===== config.mk =====
export PLATFORM = sky130hd
export DESIGN_NAME = tree_node_loader_flat
export DESIGN_NICKNAME = d
export VERILOG_FILES = /design/src/rtl/tree_node_loader_pkg.sv /design/src/rtl/tree_node_loader_if.sv /design/src/rtl/tree_node_loader_node_assembler.sv /design/src/rtl/tree_node_loader.sv /design/src/flat_wrapper.sv
export SDC_FILE = /design/constraint.sdc
export NUM_CORES = 1
export LEC_CHECK = 0
export ABC_AREA = 1
export CORE_ASPECT_RATIO = 1.1
export CORE_MARGIN = 3
export CORE_UTILIZATION = 45
export CTS_CLUSTER_DIAMETER = 150
export DETAILED_ROUTE_END_ITERATION = 10
export PLACE_DENSITY = 0.65
export SKIP_CTS_REPAIR_TIMING = 1
export SYNTH_ARGS = -nofsm -noshare
export SYNTH_HDL_FRONTEND = slang
export SYNTH_SLANG_ARGS = --single-unit

===== constraint.sdc =====
create_clock -name clk -period 20.5 [get_ports clk]
set_input_delay 2.05 -clock clk [delete_from_list [all_inputs] [get_ports clk]]
set_output_delay 2.05 -clock clk [all_outputs]
set_load 0.03 [all_outputs]

===== src/rtl/tree_node_loader_pkg.sv =====
// Shared tree-memory constants used by the loader, the scheduler and the PE blocks.
//   NODE_W     : node word width in bits
//   ADDR_W     : node memory address width
//   CNT_W      : width of node counts (holds DEPTH itself)
//   DEPTH      : largest node count a frame may declare
//   SYNC_BYTE  : frame start marker
//   NODE_BYTES : stream bytes per node word
package tree_pkg;

  localparam int unsigned NODE_W     = 222;
  localparam int unsigned ADDR_W     = 10;
  localparam int unsigned CNT_W      = ADDR_W + 1;
  localparam int unsigned DEPTH      = 1024;
  localparam logic [7:0]  SYNC_BYTE  = 8'hA5;
  localparam int unsigned NODE_BYTES = (NODE_W + 7) / 8;
  localparam int unsigned IDX_W      = $clog2(NODE_BYTES);

  localparam logic [1:0] ERR_NONE  = 2'd0;
  localparam logic [1:0] ERR_HDR   = 2'd1;
  localparam logic [1:0] ERR_COUNT = 2'd2;
  localparam logic [1:0] ERR_CSUM  = 2'd3;

endpackage


===== src/rtl/tree_node_loader_if.sv =====
// Host byte stream plus node-memory write port of the tree loader.
//   in_data/in_valid/in_ready : byte stream, handshake = in_valid & in_ready
//   mem_we/mem_addr/mem_wdata : one-cycle node write strobe, address and word
// master = host/memory side, slave = loader.
interface tree_node_loader_if;
  import tree_pkg::*;

  logic [7:0]        in_data;
  logic              in_valid;
  logic              in_ready;
  logic              mem_we;
  logic [ADDR_W-1:0] mem_addr;
  logic [NODE_W-1:0] mem_wdata;

  modport master (
    output in_data,
    output in_valid,
    input  in_ready,
    input  mem_we,
    input  mem_addr,
    input  mem_wdata
  );

  modport slave (
    input  in_data,
    input  in_valid,
    output in_ready,
    output mem_we,
    output mem_addr,
    output mem_wdata
  );

endinterface


===== src/rtl/tree_node_loader_node_assembler.sv =====
// Collects NODE_BYTES stream bytes MSB first into one node word.
//   clk, reset : clock, asynchronous active-high reset
//   restart    : synchronous return to byte 0 with an empty shift register
//   data_byte  : incoming stream byte
//   accept     : data_byte is consumed this cycle
//   word       : assembled word including the current byte (valid with word_done)
//   word_done  : the byte accepted this cycle completes the node
module node_assembler
  import tree_pkg::*;
(
  input  logic              clk,
  input  logic              reset,
  input  logic              restart,
  input  logic [7:0]        data_byte,
  input  logic              accept,
  output logic [NODE_W-1:0] word,
  output logic              word_done
);

  logic [NODE_W-9:0] shift_q;
  logic [IDX_W-1:0]  idx_q;

  // Only NODE_W-8 bits are kept; the bits of the first byte above NODE_W fall off the top.
  assign word      = {shift_q, data_byte};
  assign word_done = accept && (idx_q == IDX_W'(NODE_BYTES - 1));

  always_ff @(posedge clk or posedge reset) begin
    if (reset) begin
      shift_q <= '0;
      idx_q   <= '0;
    end else if (restart) begin
      shift_q <= '0;
      idx_q   <= '0;
    end else if (accept) begin
      shift_q <= word[NODE_W-9:0];
      idx_q   <= word_done ? '0 : idx_q + IDX_W'(1);
    end
  end

endmodule


===== src/rtl/tree_node_loader.sv =====
// Writer side of the tree node memory. Parses a framed byte stream
// (SYNC, count hi, count lo, count x NODE_BYTES node bytes, XOR checksum),
// writes node words from address 0 and flags a verified tree.
//   clk, reset   : clock, asynchronous active-high reset
//   bus          : stream in / memory write out (slave modport)
//   clear        : synchronous abort/acknowledge, back to idle
//   tree_ready   : complete, checksum-verified tree in memory
//   error        : frame rejected, err_code gives the reason
//   nodes_loaded : nodes written in the current frame
module tree_node_loader
  import tree_pkg::*;
(
  input  logic                 clk,
  input  logic                 reset,
  tree_node_loader_if.slave    bus,
  input  logic                 clear,
  output logic                 tree_ready,
  output logic                 error,
  output logic [1:0]           err_code,
  output logic [CNT_W-1:0]     nodes_loaded
);

  typedef enum logic [2:0] {
    StIdle, StHdrHi, StHdrLo, StNode, StWrite, StCsum, StDone, StErr
  } state_e;

  state_e            state_q, state_d;
  logic [7:0]        csum_q, csum_d;
  logic [CNT_W-1:0]  count_q, count_d;
  logic [CNT_W-1:0]  nodes_q, nodes_d;
  logic [1:0]        err_q, err_d;
  logic [ADDR_W-1:0] addr_q;
  logic [NODE_W-1:0] wdata_q;

  logic              in_ready;
  logic              hs;
  logic              asm_accept;
  logic              asm_restart;
  logic [NODE_W-1:0] asm_word;
  logic              asm_done;
  logic [CNT_W-1:0]  count_v;
  logic [CNT_W-1:0]  nodes_inc;

  // in_ready is gated by reset so the host sees no acceptance while reset is held.
  assign in_ready = ~reset & ((state_q == StIdle) | (state_q == StHdrHi) |
                              (state_q == StHdrLo) | (state_q == StNode) |
                              (state_q == StCsum));
  // clear wins over a coinciding handshake: the byte is dropped.
  assign hs          = bus.in_valid & in_ready & ~clear;
  assign asm_accept  = hs & (state_q == StNode);
  assign asm_restart = clear | (state_q == StIdle);
  assign count_v     = {count_q[CNT_W-1:8], bus.in_data};
  assign nodes_inc   = nodes_q + CNT_W'(1);

  node_assembler u_node_assembler (
    .clk       (clk),
    .reset     (reset),
    .restart   (asm_restart),
    .data_byte (bus.in_data),
    .accept    (asm_accept),
    .word      (asm_word),
    .word_done (asm_done)
  );

  always_comb begin
    state_d = state_q;
    csum_d  = csum_q;
    count_d = count_q;
    nodes_d = nodes_q;
    err_d   = err_q;
    if (clear) begin
      state_d = StIdle;
      nodes_d = '0;
      err_d   = ERR_NONE;
    end else begin
      unique case (state_q)
        StIdle: begin
          if (hs && (bus.in_data == SYNC_BYTE)) begin
            state_d = StHdrHi;
            csum_d  = '0;
          end
        end
        StHdrHi: begin
          if (hs) begin
            csum_d = csum_q ^ bus.in_data;
            // Count is CNT_W bits wide so that DEPTH itself is representable.
            if (bus.in_data[7:CNT_W-8] != '0) begin
              state_d = StErr;
              err_d   = ERR_HDR;
            end else begin
              count_d = {bus.in_data[CNT_W-9:0], 8'h00};
              state_d = StHdrLo;
            end
          end
        end
        StHdrLo: begin
          if (hs) begin
            csum_d  = csum_q ^ bus.in_data;
            count_d = count_v;
            if (count_v == '0) begin
              state_d = StErr;
              err_d   = ERR_HDR;
            end else if (count_v > CNT_W'(DEPTH)) begin
              state_d = StErr;
              err_d   = ERR_COUNT;
            end else begin
              state_d = StNode;
            end
          end
        end
        StNode: begin
          if (hs) begin
            csum_d = csum_q ^ bus.in_data;
            if (asm_done) state_d = StWrite;
          end
        end
        StWrite: begin
          nodes_d = nodes_inc;
          state_d = (nodes_inc < count_q) ? StNode : StCsum;
        end
        StCsum: begin
          if (hs) begin
            if (bus.in_data == csum_q) begin
              state_d = StDone;
            end else begin
              state_d = StErr;
              err_d   = ERR_CSUM;
            end
          end
        end
        StDone:  state_d = StDone;
        StErr:   state_d = StErr;
        default: state_d = StIdle;
      endcase
    end
  end

  always_ff @(posedge clk or posedge reset) begin
    if (reset) begin
      state_q <= StIdle;
      csum_q  <= '0;
      count_q <= '0;
      nodes_q <= '0;
      err_q   <= ERR_NONE;
    end else begin
      state_q <= state_d;
      csum_q  <= csum_d;
      count_q <= count_d;
      nodes_q <= nodes_d;
      err_q   <= err_d;
    end
  end

  // Address and word are captured with the last node byte and held until the next node completes.
  always_ff @(posedge clk or posedge reset) begin
    if (reset) begin
      addr_q  <= '0;
      wdata_q <= '0;
    end else if (asm_done) begin
      addr_q  <= nodes_q[ADDR_W-1:0];
      wdata_q <= asm_word;
    end
  end

  assign bus.in_ready  = in_ready;
  assign bus.mem_we    = (state_q == StWrite) & ~clear;
  assign bus.mem_addr  = addr_q;
  assign bus.mem_wdata = wdata_q;
  assign tree_ready    = (state_q == StDone);
  assign error         = (state_q == StErr);
  assign err_code      = err_q;
  assign nodes_loaded  = nodes_q;

endmodule


===== src/flat_wrapper.sv =====
// flat-port wrapper written by rule: the top's interface ports become plain ports
module tree_node_loader_flat import tree_pkg::*;
  (clk, reset, clear, tree_ready, error, err_code, nodes_loaded, bus_in_data, bus_in_valid, bus_in_ready, bus_mem_we, bus_mem_addr, bus_mem_wdata);
  tree_node_loader_if bus_i ();
  input  logic clk;
  input  logic reset;
  input  logic clear;
  output logic tree_ready;
  output logic error;
  output logic [1:0] err_code;
  output logic [CNT_W-1:0] nodes_loaded;
  input wire logic [$bits(bus_i.in_data)-1:0] bus_in_data;
  input wire logic [$bits(bus_i.in_valid)-1:0] bus_in_valid;
  output wire logic [$bits(bus_i.in_ready)-1:0] bus_in_ready;
  output wire logic [$bits(bus_i.mem_we)-1:0] bus_mem_we;
  output wire logic [$bits(bus_i.mem_addr)-1:0] bus_mem_addr;
  output wire logic [$bits(bus_i.mem_wdata)-1:0] bus_mem_wdata;
  assign bus_i.in_data = bus_in_data;
  assign bus_i.in_valid = bus_in_valid;
  assign bus_in_ready = bus_i.in_ready;
  assign bus_mem_we = bus_i.mem_we;
  assign bus_mem_addr = bus_i.mem_addr;
  assign bus_mem_wdata = bus_i.mem_wdata;
  tree_node_loader u_core (.clk(clk), .reset(reset), .bus(bus_i), .clear(clear), .tree_ready(tree_ready), .error(error), .err_code(err_code), .nodes_loaded(nodes_loaded));
endmodule

==> out/summary.txt <==
family with the most delay on the worst path - buffers and inverters
RSZ-0062 raised after global routing - false
CP required - 18.45 ns
Bufs and invs on worst path - 2
run status - finished clean
Slew @ Worst Pin - 1.28 ns
leading area contributor after synthesis - dfrtp_1
CTS sink cnt - 486
total power - 2.24 mW
first-pass GRT wire length - 78800 um
Critical Path Start - clear
final wirelength - 49000 um
R2R setup slack - 16.74 ns
antenna cells - 0
critical path launch point type - input pin
Synth Instances - 2048
YS warnings - 0
Final Skew - 0.0165 ns
most instantiated library cell after synthesis - dfrtp_1
TritonCTS Buffers - 50
internal power - 1.61 mW
Post-Syn Area per Cell - 9.52 um2
post-synth top area share - 0.624
DP Area - 22300 um2
Max FO, Critical Path - 8
Period Utilization, post-route - 0.283
Die Area - 45900 um2
Clock power frac - 0.424
switch share - 0.281
Skew-Pair Late Insertion Delay - 0.58 ns
largest net degree at the start of global routing - 253
top cells by count, synth - dfrtp_1 (486), nand2_1 (337), inv_1 (269)
power per cell area - 93.3 nW/um2
ranking of synthesized cells by area - dfrtp_1 (62%), nand2_1 (6.5%), nand3_1 (6.1%)
FMAX - 0.172 GHz
Worst EP arrival - 3.76 ns
Slew Viols, Final - 0
hold depth - 2
total of max-cap violations - 0
Slowest-stage cell, CP - clkdlybuf4s50_1
worst-path cell chain - clkdlybuf4s50_1 -> nor2_1 -> clkdlybuf4s50_1
vias in the first global route - 14100
reg2reg end - u_core.u_node_assembler.idx_q[3]
Yosys cell types - 37
Chip Width - 204 um
Tmin final - 5.81 ns
register bit count reported by yosys - 486
Post-synth top flop - dfrtp_1
Sequential Power Share - 0.444
total gr overflow - 0
Initial Util - 0.458
worst hold path class - reg -> reg
Clk pin slew, worst setup/hold paths - 0.06 ns
Antenna Violating Nets Remaining - 0
routed vias/inst - 5.12
CTS Buffer Depth - 3
WS Path Type - in -> out
HPWL after detailed placement - 30700 um
Final Cell Area - 24000 um2
global router's overall resource usage - 0.213
WL per Instance - 17.2 um
Min-Delay Endpoint - u_core.bus.mem_wdata[211]
synthesized area - 19500 um2
final-report hold violation count - 0
final net count - 2267
LEAKAGE - 10.3 nW
GP Congestion - 0.855
IO Port Bufs - 260
drt first pass iters - 5
CTS root buffer - clkbuf_16
Initial DRC Count - 1142
Logic pwr share - 0.132
initial antenna violation count - 0
P&R area growth vs syn - 23.0%
CORE AREA - 42600 um2
FF-to-FF path depth - 9
hold path start - u_core.bus.mem_wdata[211]
CTS tree - built
Setup TNS - 0 ns
CP most frequent cell - clkdlybuf4s50_1
asr flop ratio synth - 1.00
Crit. End Element - output pin
via count - 14600
Largest stage delay, worst path - 0.74 ns
Top-Level Pins - 261
max_slew headroom - 0.147
NetSw - 0.628 mW
layout cells sized above 1 - 0.0518
FF-to-FF Start - u_core.state_q[0]
final setup fails - 0
sequential area share after synthesis - 0.624
Die Span Y - 224 um
H-tree depth - 2
Std-Cell Rows - 79
post-layout util - 0.563
DRC - 0
Mapped Nets - 2072
Max VDD drop - 0.000113 V
number of synthesized flops with an enable pin - 0
how the worst max path moves through the flow:
stage,end,slack [ns],cells past startpoint
after global routing,bus_mem_we,14.61,3
final,bus_mem_we,14.69,3
after detailed placement,bus_mem_we,14.70,3
after global placement,bus_mem_we,14.72,3
after floorplan,u_core.bus.mem_addr[0],4.85,1
after CTS,bus_mem_we,14.70,3
state kept, by name, indices dropped and copies added, names as in the netlist:
register	cells
u_core.csum_q	8
u_core.state_q	3
u_core.nodes_loaded	11
u_core.count_q	11
u_core.err_code	2
u_core.u_node_assembler.shift_q	214
u_core.bus.mem_addr	10
u_core.bus.mem_wdata	222
u_core.u_node_assembler.idx_q	5
area by class of cell:
| class | count | area (um2) |
|---|---|---|
| Tap cell | 567 | 709 |
| Clock inverter | 12 | 185 |
| Inverter | 275 | 1040 |
| Sequential cell | 486 | 12200 |
| Multi-Input combinational cell | 1160 | 5620 |
| Clock buffer | 76 | 1540 |
| Timing Repair Buffer | 270 | 2720 |
| Fill cell | 3770 | 18600 |
metrics by stage:
step	instances	hold slack [ns]	setup slack [ns]
6_report	2846	0.480	14.69
2_1_floorplan	2048	0.442	4.85
3_5_place_dp	2758	0.470	14.70
3_3_place_gp	2758	0.462	14.72
5_1_grt	2846	0.499	14.61
4_1_cts	2846	0.488	14.70
power groups by stage:
stage | Clock, mW | Sequential (mW) | Combinational [mW]
floorplan | 0 | 1.01 | 0.237
global placement | 0 | 1.01 | 0.289
detailed placement | 0 | 1.01 | 0.294
CTS | 0.972 | 0.993 | 0.294
global route | 1.01 | 0.995 | 0.325
finish | 0.949 | 0.993 | 0.295
cells in the final DEF, fill, tap and decap left out, drive strengths merged:
cell type      netlist  layout
nand4                9       9
nor2                46      46
clkinv               1       8
clkbuf              46      76
bufinv               0       5
nor4                 2       2
inv                274     274
o22ai                7       7
o211a                1       1
o21bai               1       1
xnor2                8       8
o21ai              464     464
a21oi               13      13
and3                 1       1
nand3              240     240
nor3                 5       5
clkdlybuf4s50        0     260
nand2              343     343
buf                 81      10
and2                 1       1
a21o                 1       1
dfrtp              486     486
ha                  12      12
xor2                 6       6
worst min-delay path, delay by kind of cell (launching register included):
family           cells  cell delay [ns]
AND/OR/NAND/NOR      1             0.05
AO/OA/AOI/OAI        1             0.05
flip-flops           1             0.34
kinds of logic after synthesis:
family	Yosys count	share of synthesized area
AND/OR/NAND/NOR	647	0.146
flip-flops	486	0.624
XOR/XNOR	14	0.00629
buffers and inverters	402	0.0891
AO/OA/AOI/OAI	487	0.128
adder cells (fa/ha/maj)	12	0.00770
per-layer routing:
metal | share of wire | vias up | global-route usage
met4 | 0.021 | 0 | 0.0597
met5 | 0 | - | 0
met3 | 0.048 | 67 | 0.0369
li1 | - | 7042 | -
met2 | 0.48 | 345 | 0.337
met1 | 0.45 | 7126 | 0.305
(Power assumes the default switching activity.)
